$ cat src/rtl/manta_bus_scheduler_if.sv
// Purpose : bundles the receiver, core-chain and transmitter signals of the Manta bus scheduler.
// Latency : none, wires only.
// Backpressure: rx_valid_i/rx_ready_o on the request side, tx_valid_o/tx_ready_i on the read-data side.
//
// Modports:
//   master - the scheduler. It consumes rx_* and the chain end, and drives bus_*_o, tx_*_o and status.
//   slave  - the surroundings. These are the receiver, the chain, the transmitter and status observers.
// Signal names keep the scheduler-relative _i/_o suffixes so both sides read against one table.
interface manta_bus_scheduler_if;
    logic [15:0] rx_addr_i;
    logic [15:0] rx_data_i;
    logic        rx_rw_i;
    logic        rx_valid_i;
    logic        rx_ready_o;

    logic [15:0] bus_addr_o;
    logic [15:0] bus_data_o;
    logic        bus_rw_o;
    logic        bus_valid_o;

    logic [15:0] bus_data_i;
    logic        bus_rw_i;
    logic        bus_valid_i;

    logic [15:0] tx_data_o;
    logic        tx_valid_o;
    logic        tx_ready_i;

    logic        timeout_o;
    logic [7:0]  stale_cnt_o;
    logic        busy_o;

    modport master (
        input  rx_addr_i, rx_data_i, rx_rw_i, rx_valid_i,
        output rx_ready_o,
        output bus_addr_o, bus_data_o, bus_rw_o, bus_valid_o,
        input  bus_data_i, bus_rw_i, bus_valid_i,
        output tx_data_o, tx_valid_o,
        input  tx_ready_i,
        output timeout_o, stale_cnt_o, busy_o
    );

    modport slave (
        output rx_addr_i, rx_data_i, rx_rw_i, rx_valid_i,
        input  rx_ready_o,
        input  bus_addr_o, bus_data_o, bus_rw_o, bus_valid_o,
        output bus_data_i, bus_rw_i, bus_valid_i,
        input  tx_data_o, tx_valid_o,
        output tx_ready_i,
        input  timeout_o, stale_cnt_o, busy_o
    );
endinterface

$ cat src/rtl/manta_bus_scheduler.sv
// Purpose : sequences host requests onto the Manta core chain and returns read data to the host.
// Latency : the bus strobe follows acceptance by 1 cycle, and tx_valid_o follows the chain read response by 1 cycle.
// Backpressure: writes are taken at full rate. A read holds rx_ready_o low until tx_ready_i takes the read data.
//
// Ports: clk and rst_n (asynchronous, active-low) are plain ports. All other signals are in
// manta_bus_scheduler_if.master. This covers the request side (rx_*), the chain input (bus_*_o),
// the chain end (bus_*_i), the read data (tx_*), and the status outputs timeout_o, stale_cnt_o and busy_o.
// Build option: define MANTA_SCHED_TIMEOUT_EN to add the read timeout. This uses TIMEOUT and TIMEOUT_DATA.
// Without the macro a read waits for its response indefinitely.
module manta_bus_scheduler #(
    parameter int unsigned TIMEOUT      = 64,
    parameter logic [15:0] TIMEOUT_DATA = 16'hDEAD
) (
    input  logic                      clk,
    input  logic                      rst_n,
    manta_bus_scheduler_if.master     bus_if
);

    localparam logic [1:0] ST_IDLE = 2'd0;
    localparam logic [1:0] ST_WAIT = 2'd1;
    localparam logic [1:0] ST_RESP = 2'd2;

    logic [1:0]  state_q, state_d;
    logic [15:0] bus_addr_q, bus_addr_d;
    logic [15:0] bus_data_q, bus_data_d;
    logic        bus_rw_q, bus_rw_d;
    logic        bus_valid_q, bus_valid_d;
    logic [15:0] tx_data_q, tx_data_d;
    logic [7:0]  stale_q, stale_d;

    logic accept;
    logic rd_resp;
    logic expire;

    assign accept  = bus_if.rx_valid_i & (state_q == ST_IDLE);
    // Write echoes at the chain end carry no information for the host and are ignored.
    assign rd_resp = bus_if.bus_valid_i & ~bus_if.bus_rw_i;

`ifdef MANTA_SCHED_TIMEOUT_EN
    localparam logic [15:0] CNT_LAST = 16'(TIMEOUT - 1);

    logic [15:0] cnt_q, cnt_d;

    // A response in the expiry cycle takes priority, so the timeout is suppressed then.
    assign expire = (state_q == ST_WAIT) & (cnt_q == CNT_LAST) & ~rd_resp;

    always_comb begin
        cnt_d = cnt_q;
        if (accept & ~bus_if.rx_rw_i) begin
            cnt_d = '0;
        end else if (state_q == ST_WAIT) begin
            cnt_d = cnt_q + 16'd1;
        end
    end

    always_ff @(posedge clk or negedge rst_n) begin
        if (!rst_n) begin
            cnt_q <= '0;
        end else begin
            cnt_q <= cnt_d;
        end
    end
`else
    logic unused_params;

    assign expire        = 1'b0;
    assign unused_params = ^{TIMEOUT, TIMEOUT_DATA};
`endif

    always_comb begin
        state_d     = state_q;
        tx_data_d   = tx_data_q;
        bus_valid_d = accept;
        bus_addr_d  = bus_addr_q;
        bus_data_d  = bus_data_q;
        bus_rw_d    = bus_rw_q;
        stale_d     = stale_q;

        if (accept) begin
            bus_addr_d = bus_if.rx_addr_i;
            bus_data_d = bus_if.rx_data_i;
            bus_rw_d   = bus_if.rx_rw_i;
        end

        case (state_q)
            ST_IDLE: begin
                if (accept & ~bus_if.rx_rw_i) begin
                    state_d = ST_WAIT;
                end
            end
            ST_WAIT: begin
                if (rd_resp) begin
                    tx_data_d = bus_if.bus_data_i;
                    state_d   = ST_RESP;
                end else if (expire) begin
                    tx_data_d = TIMEOUT_DATA;
                    state_d   = ST_RESP;
                end
            end
            ST_RESP: begin
                if (bus_if.tx_ready_i) begin
                    state_d = ST_IDLE;
                end
            end
            default: state_d = ST_IDLE;
        endcase

        // A read response that arrives with no read outstanding is late or unsolicited.
        if (rd_resp && (state_q != ST_WAIT) && (stale_q != 8'hFF)) begin
            stale_d = stale_q + 8'd1;
        end
    end

    always_ff @(posedge clk or negedge rst_n) begin
        if (!rst_n) begin
            state_q     <= ST_IDLE;
            bus_addr_q  <= '0;
            bus_data_q  <= '0;
            bus_rw_q    <= 1'b0;
            bus_valid_q <= 1'b0;
            tx_data_q   <= '0;
            stale_q     <= '0;
        end else begin
            state_q     <= state_d;
            bus_addr_q  <= bus_addr_d;
            bus_data_q  <= bus_data_d;
            bus_rw_q    <= bus_rw_d;
            bus_valid_q <= bus_valid_d;
            tx_data_q   <= tx_data_d;
            stale_q     <= stale_d;
        end
    end

    assign bus_if.rx_ready_o  = (state_q == ST_IDLE);
    assign bus_if.busy_o      = (state_q != ST_IDLE);
    assign bus_if.tx_valid_o  = (state_q == ST_RESP);
    assign bus_if.tx_data_o   = tx_data_q;
    assign bus_if.bus_addr_o  = bus_addr_q;
    assign bus_if.bus_data_o  = bus_data_q;
    assign bus_if.bus_rw_o    = bus_rw_q;
    assign bus_if.bus_valid_o = bus_valid_q;
    assign bus_if.timeout_o   = expire;
    assign bus_if.stale_cnt_o = stale_q;

endmodule

$ cat src/flat_wrapper.sv
// flat-port wrapper written by rule: the top's interface ports become plain ports
module manta_bus_scheduler_flat 
#(
    parameter int unsigned TIMEOUT      = 64,
    parameter logic [15:0] TIMEOUT_DATA = 16'hDEAD
)
  (clk, rst_n, bus_if_rx_addr_i, bus_if_rx_data_i, bus_if_rx_rw_i, bus_if_rx_valid_i, bus_if_rx_ready_o, bus_if_bus_addr_o, bus_if_bus_data_o, bus_if_bus_rw_o, bus_if_bus_valid_o, bus_if_bus_data_i, bus_if_bus_rw_i, bus_if_bus_valid_i, bus_if_tx_data_o, bus_if_tx_valid_o, bus_if_tx_ready_i, bus_if_timeout_o, bus_if_stale_cnt_o, bus_if_busy_o);
  manta_bus_scheduler_if bus_if_i ();
  input  logic clk;
  input  logic rst_n;
  input wire logic [$bits(bus_if_i.rx_addr_i)-1:0] bus_if_rx_addr_i;
  input wire logic [$bits(bus_if_i.rx_data_i)-1:0] bus_if_rx_data_i;
  input wire logic [$bits(bus_if_i.rx_rw_i)-1:0] bus_if_rx_rw_i;
  input wire logic [$bits(bus_if_i.rx_valid_i)-1:0] bus_if_rx_valid_i;
  output wire logic [$bits(bus_if_i.rx_ready_o)-1:0] bus_if_rx_ready_o;
  output wire logic [$bits(bus_if_i.bus_addr_o)-1:0] bus_if_bus_addr_o;
  output wire logic [$bits(bus_if_i.bus_data_o)-1:0] bus_if_bus_data_o;
  output wire logic [$bits(bus_if_i.bus_rw_o)-1:0] bus_if_bus_rw_o;
  output wire logic [$bits(bus_if_i.bus_valid_o)-1:0] bus_if_bus_valid_o;
  input wire logic [$bits(bus_if_i.bus_data_i)-1:0] bus_if_bus_data_i;
  input wire logic [$bits(bus_if_i.bus_rw_i)-1:0] bus_if_bus_rw_i;
  input wire logic [$bits(bus_if_i.bus_valid_i)-1:0] bus_if_bus_valid_i;
  output wire logic [$bits(bus_if_i.tx_data_o)-1:0] bus_if_tx_data_o;
  output wire logic [$bits(bus_if_i.tx_valid_o)-1:0] bus_if_tx_valid_o;
  input wire logic [$bits(bus_if_i.tx_ready_i)-1:0] bus_if_tx_ready_i;
  output wire logic [$bits(bus_if_i.timeout_o)-1:0] bus_if_timeout_o;
  output wire logic [$bits(bus_if_i.stale_cnt_o)-1:0] bus_if_stale_cnt_o;
  output wire logic [$bits(bus_if_i.busy_o)-1:0] bus_if_busy_o;
  assign bus_if_i.rx_addr_i = bus_if_rx_addr_i;
  assign bus_if_i.rx_data_i = bus_if_rx_data_i;
  assign bus_if_i.rx_rw_i = bus_if_rx_rw_i;
  assign bus_if_i.rx_valid_i = bus_if_rx_valid_i;
  assign bus_if_rx_ready_o = bus_if_i.rx_ready_o;
  assign bus_if_bus_addr_o = bus_if_i.bus_addr_o;
  assign bus_if_bus_data_o = bus_if_i.bus_data_o;
  assign bus_if_bus_rw_o = bus_if_i.bus_rw_o;
  assign bus_if_bus_valid_o = bus_if_i.bus_valid_o;
  assign bus_if_i.bus_data_i = bus_if_bus_data_i;
  assign bus_if_i.bus_rw_i = bus_if_bus_rw_i;
  assign bus_if_i.bus_valid_i = bus_if_bus_valid_i;
  assign bus_if_tx_data_o = bus_if_i.tx_data_o;
  assign bus_if_tx_valid_o = bus_if_i.tx_valid_o;
  assign bus_if_i.tx_ready_i = bus_if_tx_ready_i;
  assign bus_if_timeout_o = bus_if_i.timeout_o;
  assign bus_if_stale_cnt_o = bus_if_i.stale_cnt_o;
  assign bus_if_busy_o = bus_if_i.busy_o;
  manta_bus_scheduler #(.TIMEOUT(TIMEOUT), .TIMEOUT_DATA(TIMEOUT_DATA)) u_core (.clk(clk), .rst_n(rst_n), .bus_if(bus_if_i));
endmodule
$ cat config.mk
export PLATFORM = sky130hd
export DESIGN_NAME = manta_bus_scheduler_flat
export DESIGN_NICKNAME = d
export VERILOG_FILES = /design/src/rtl/manta_bus_scheduler_if.sv /design/src/rtl/manta_bus_scheduler.sv /design/src/flat_wrapper.sv
export SDC_FILE = /design/constraint.sdc
export NUM_CORES = 1
export LEC_CHECK = 0
export BUFFER_PORTS_ARGS = -buffer_cell sky130_fd_sc_hd__buf_2
export CAP_MARGIN = 20
export CELL_PAD_IN_SITES_DETAIL_PLACEMENT = 2
export CELL_PAD_IN_SITES_GLOBAL_PLACEMENT = 2
export CORE_MARGIN = 2
export CORE_UTILIZATION = 32
export CTS_CLUSTER_SIZE = 14
export DETAILED_ROUTE_END_ITERATION = 10
export MAX_ROUTING_LAYER = met4
export PLACE_DENSITY_LB_ADDON = 0.25
export SYNTH_ARGS = -nofsm -noshare
export SYNTH_HDL_FRONTEND = slang
export SYNTH_SLANG_ARGS = --single-unit
export TNS_END_PERCENT = 20
$ cat constraint.sdc
create_clock -name clk -period 2.6 [get_ports clk]
set_clock_uncertainty 0.15 [all_clocks]
set_input_delay 0.39 -clock clk [delete_from_list [all_inputs] [get_ports clk]]
set_output_delay 0.39 -clock clk [all_outputs]
set_load 0.02 [all_outputs]
# ---- Word level (Yosys, flattened, before mapping)
# Cells that the tools add are included.
dict set report totals {
  ff_bits 60
  inputBits 55
  out_inout_bits 62
  word_cells 30
}
dict set report op_classes {
  addsub 1
  eq_ne 7
  n_mux 4
  n_bitwise 5
  n_reduce_logical 6
}
# operator n
set ops {}
lappend ops {{$add 8x1->8 const B} 1}
lappend ops {{$ne 2x1->1 const B} 4}
lappend ops {{$ne 8x8->1 const B} 1}
lappend ops {{$mux 2} 3}
lappend ops {{$pmux 2 s3} 1}
lappend ops {{$and 1x1->1} 3}
lappend ops {{$reduce_and 3->1} 1}
lappend ops {{$eq 2x1->1 const B} 1}
lappend ops {{$eq 2x2->1 const B} 1}
lappend ops {{$logic_and 1x1->1} 2}
lappend ops {{$logic_not 2->1} 1}
lappend ops {{$not 1->1} 2}
lappend ops {{$reduce_and 2->1} 1}
lappend ops {{$reduce_bool 2->1} 1}

# ---- Logic depth before layout (Yosys ltp)
dict set report logic_depth {
  depth_word 5
  mapped_depth 5
  mapped_depth_nobuf 5
}

# ---- Worst setup path after synthesis
# No wires, ideal clock.
dict set report synth_timing {
  kind {flip-flop to flip-flop}
  from {register u_core.state_q[0]}
  to {register u_core.bus_addr_q[10], in the netlist u_core.bus_if.bus_addr_o[10]}
  setup_ns 0.125
  t_arrival_ns 1.536
  required_time_ns 2.325
  slack_ns 0.789
  path_stages_with_launch 6
  n_path_buf 2
  period_less_slack_ns 1.811
  path_cell_list {dfrtp_1 nor2_1 and2_1 buf_6 buf_6 mux2_4}
}
dict set report synth_between {
  elab_chain_cells 2
}
# element line_no
set synth_lines {}
lappend synth_lines {{start, declared} manta_bus_scheduler.sv:23} ;# logic [1:0] state_q, state_d;
lappend synth_lines {{start signal, assigned} manta_bus_scheduler.sv:124} ;# state_q <= state_d;
lappend synth_lines {{$logic_not 2->1} --}
lappend synth_lines {{via bus_if_rx_ready_o} flat_wrapper.sv:15} ;# output wire logic [$bits(bus_if_i.rx_ready_o)-1:0] bus_if_rx_ready_o;
lappend synth_lines {{$and 1x1->1} manta_bus_scheduler.sv:35} ;# assign accept = bus_if.rx_valid_i & (state_q == ST_IDLE);
lappend synth_lines {{end signal, assigned} manta_bus_scheduler.sv:125} ;# bus_addr_q <= bus_addr_d;
lappend synth_lines {{end, declared} manta_bus_scheduler.sv:24} ;# logic [15:0] bus_addr_q, bus_addr_d;
# The timed path passes the listed nets, and every way through them passes these cells.
# A chain may end at the register's enable or synchronous reset.

# ---- Worst setup path after layout
dict set report layout_timing {
  from {register u_core.state_q[0]}
  to {register u_core.bus_addr_q[4], in the netlist u_core.bus_if.bus_addr_o[4]}
}
dict set report layout_between {
  elab_chain_cells 2
}
# element line_no
set layout_lines {}
lappend layout_lines {{$logic_not 2->1} manta_bus_scheduler.sv:35}
lappend layout_lines {{$and 1x1->1} manta_bus_scheduler.sv:35}
# Every way passes these cells.

==> run_results.csv <==
group,metric,value,unit
route,routed-wl-met2,3.09,mm
cells_and_area,diodes,0,
route,wirelength,6.04,mm
worst_hold_path,hp-class,"in2reg",
timing,worstMarginPinSlew,0.578,ns
floorplanning,core,0.00765,mm^2
route,top_layer_used,"met4",
power,power.static_leakage,1.72,nW
grt,grt-ovfl-total,0,
timing,fin_crit,1.91,ns
worst_setup_path,end_kind,"flop",
floorplanning,start_util,32.6,%
route,postRouteAntennaNets,0,
clock_tree,clk_pin_slew,0.06,ns
worst_setup_path,crit_fanout,23,
worst_setup_path,critPathKind,"reg2reg",
run,max_cap_violations,0,
route,vias_per_cell,4.51,
route,drtIter0Drc,25,
synth,syn_area,0.00250,mm^2
worst_setup_path,r2r_cells,4,
cells_and_area,area_growth,34.1,%
synth,syn_inst,154,
power,peakVddDrop,0.413,mV
clock_tree,clock-root-buffer,"clkbuf_8",
placement,dp_cells,367,
cells_and_area,regArea,0.00150,mm^2
placement,gp_congestion,0.679,
timing,whs,0.133,ns
cells_and_area,drive_gt1_share,66.8,%
clock_tree,clockBufferDepth,2,
clock_tree,htree_levels,3,
route,first_pass_iters,3,
timing,slew_violations,0,
route,wl_met3,339,um
timing,relSlewSlack,61.5,%
timing,rsz0062_at_grt,"no",
cells_and_area,stdcell_count,382,
timing,setup_viol,0,
route,routedLengthMet1,2.53,mm
floorplanning,die_w,92.3,um
worst_setup_path,worstPathRequired,2.67,ns
synth,synth_cell_type_count,25,
cells_and_area,fin_util,43.8,%
clock_tree,cts_tree,"yes",
floorplanning,pin_count,117,
synth,yosys-top-cells-area,"dfrtp_1 60%, mux2_4 17%, mux2_2 10%, buf_6 1.8%, xor2_1 1.8%",
grt,antenna_found_initial,0,
grt,grt_first_pass_wirelength,10.0,mm
floorplanning,placementRows,32,
worst_hold_path,min_path_cells,2,
worst_setup_path,cp.arrival,1.98,ns
cells_and_area,stdcell_area,0.00335,mm^2
cells_and_area,layout.nets,333,
power,powerDensity,1220,mW/mm^2
placement,numPortBuffers,115,
worst_setup_path,startpoint_type,"flop",
floorplanning,dieArea,0.00852,mm^2
grt,grt_max_degree,37,
synth,yosysTopAreaCellShare,60.2,%
route,drc,0,
grt,grt_usage,15.9,%
floorplanning,die_h,92.3,um
timing,hold_viol_final,0,
clock_tree,insertion_delay,0.33,ns
route,wl_per_cell,15.8,um
clock_tree,cts.sinks,60,
timing,final.period_utilization,73.6,%
placement,place_area,0.00318,mm^2
synth,ys_warn_count,0,
synth,syn_area_per_cell,16.2,um^2
synth,synth-seq-area-share,60.2,%
synth,synth_largest_area_cell,"dfrtp_1",
grt,first_global_vias,1960,
clock_tree,numCtsBuffers,9,
cells_and_area,multi_input_area,928,um^2
placement,hpwl,4.56,mm
route,num_vias,1724,
timing,finalSetupTns,0,ns
cells_and_area,fillers,796,
timing,fmaxAchievable,522,MHz
run_status,status,"completed",
synth,ys_ff_latch,60,
clock_tree,post-cts-setup-buffers,0,
synth,mappedNetlistNets,210,
==> power by group <==
group / switching (mW) / internal (mW)
registers: 0.250 / 1.35
clock network: 0.335 / 0.356
logic: 0.988 / 0.819
total: 1.57 / 2.52
==> cells in the mapped netlist (all sizes together) <==
library cell	instances
nand2	3
o21ai	1
nor3	4
inv	2
nand3	3
a21o	1
ha	1
buf	6
xor2	5
mux2	52
nor3b	2
nor2	4
a21oi	1
conb	1
nor2b	1
dfrtp	60
nand2b	4
nor4	2
and2	1
==> final timing paths <==
| check | endpoint | startpoint | slack (ns) |
|---|---|---|---|
| setup / recovery | u_core.bus_if.bus_addr_o[4]$_DFFE_PN0P_ | u_core.state_q[0]$_DFFE_PN0P_ | 0.69 |
| max in group asynchronous | u_core.bus_if.stale_cnt_o[2]$_DFFE_PN0P_ | rst_n | 1.27 |
| hold reg to reg | u_core.state_q[0]$_DFFE_PN0P_ | u_core.state_q[1]$_DFFE_PN0P_ | 0.33 |
| hold / removal | u_core.bus_if.tx_data_o[5]$_DFFE_PN0P_ | bus_if_bus_data_i[5] | 0.13 |
| setup reg to reg | u_core.bus_if.bus_addr_o[4]$_DFFE_PN0P_ | u_core.state_q[0]$_DFFE_PN0P_ | 0.69 |
| min in group asynchronous | u_core.bus_if.tx_data_o[8]$_DFFE_PN0P_ | rst_n | 0.44 |
==> sequential cells by signal (all words and copies together), names as in the netlist <==
register	flops
u_core.bus_if.bus_valid_o	1
u_core.bus_if.bus_data_o	16
u_core.state_q	2
u_core.bus_if.bus_addr_o	16
u_core.bus_if.stale_cnt_o	8
u_core.bus_if.tx_data_o	16
u_core.bus_if.bus_rw_o	1
==> through the flow <==
stage | worst slack, ns | total power, mW
4_1_cts | 0.657 | 4.18
6_report | 0.685 | 4.10
3_3_place_gp | 0.716 | 3.40
3_5_place_dp | 0.661 | 3.45
2_1_floorplan | 0.789 | 2.81
5_1_grt | 0.542 | 4.36
==> critical path, stage by stage (launching register included) <==
cell,delay [ns]
dfrtp_1,0.42
nor2_1,0.17
and2_2,0.44
buf_12,0.26
mux2_2,0.35
==> per-layer routing <==
| metal | up-vias | global-route usage, % |
|---|---|---|
| li1 | 774 | - |
| met1 | 868 | 19.3 |
| met2 | 73 | 25.4 |
| met3 | 9 | 3.91 |
| met4 | 0 | 7.09 |
| met5 | - | - |
==> cells by family after synthesis <==
logic type / share of synthesized area [%]
and+or+nand+nor: 6.22
AOI/OAI and AO/OA: 0.701
other: 0.150
xor gates and xnor gates: 1.75
buffers and inverters: 2.71
adders and majority gates: 0.501
muxes: 27.8
DFF: 60.2
==> cell usage in the layout, fill, tap and decap left out, types with 2 or more instances in the layout <==
cell,n
mux2_2,23
clkinv_2,3
nand3_1,3
nor3_1,3
nor2_1,3
nor3b_1,2
buf_12,2
clkbuf_8,10
mux2_4,29
nand2b_1,2
buf_2,115
nand2_1,3
dfrtp_1,60
inv_1,2
xor2_1,5
nor4_1,2
==> timing repair <==
| action | CTS | global route |
|---|---|---|
| setup endpoints to repair | 0 | 0 |
| resized for setup | 0 | 0 |
| hold endpoints to repair | 24 | 0 |
| hold buffers | 1 | 0 |
==> final cells by class <==
cell class                      instances  area share [%]
Tap cell                              102            3.81
Inverter                                2           0.224
Multi-Input combinational cell         86            27.7
Timing Repair Buffer                  118            18.7
Sequential cell                        60            44.9
Clock buffer                           11            4.22
Clock inverter                          3           0.449
(Power assumes the default switching activity.)
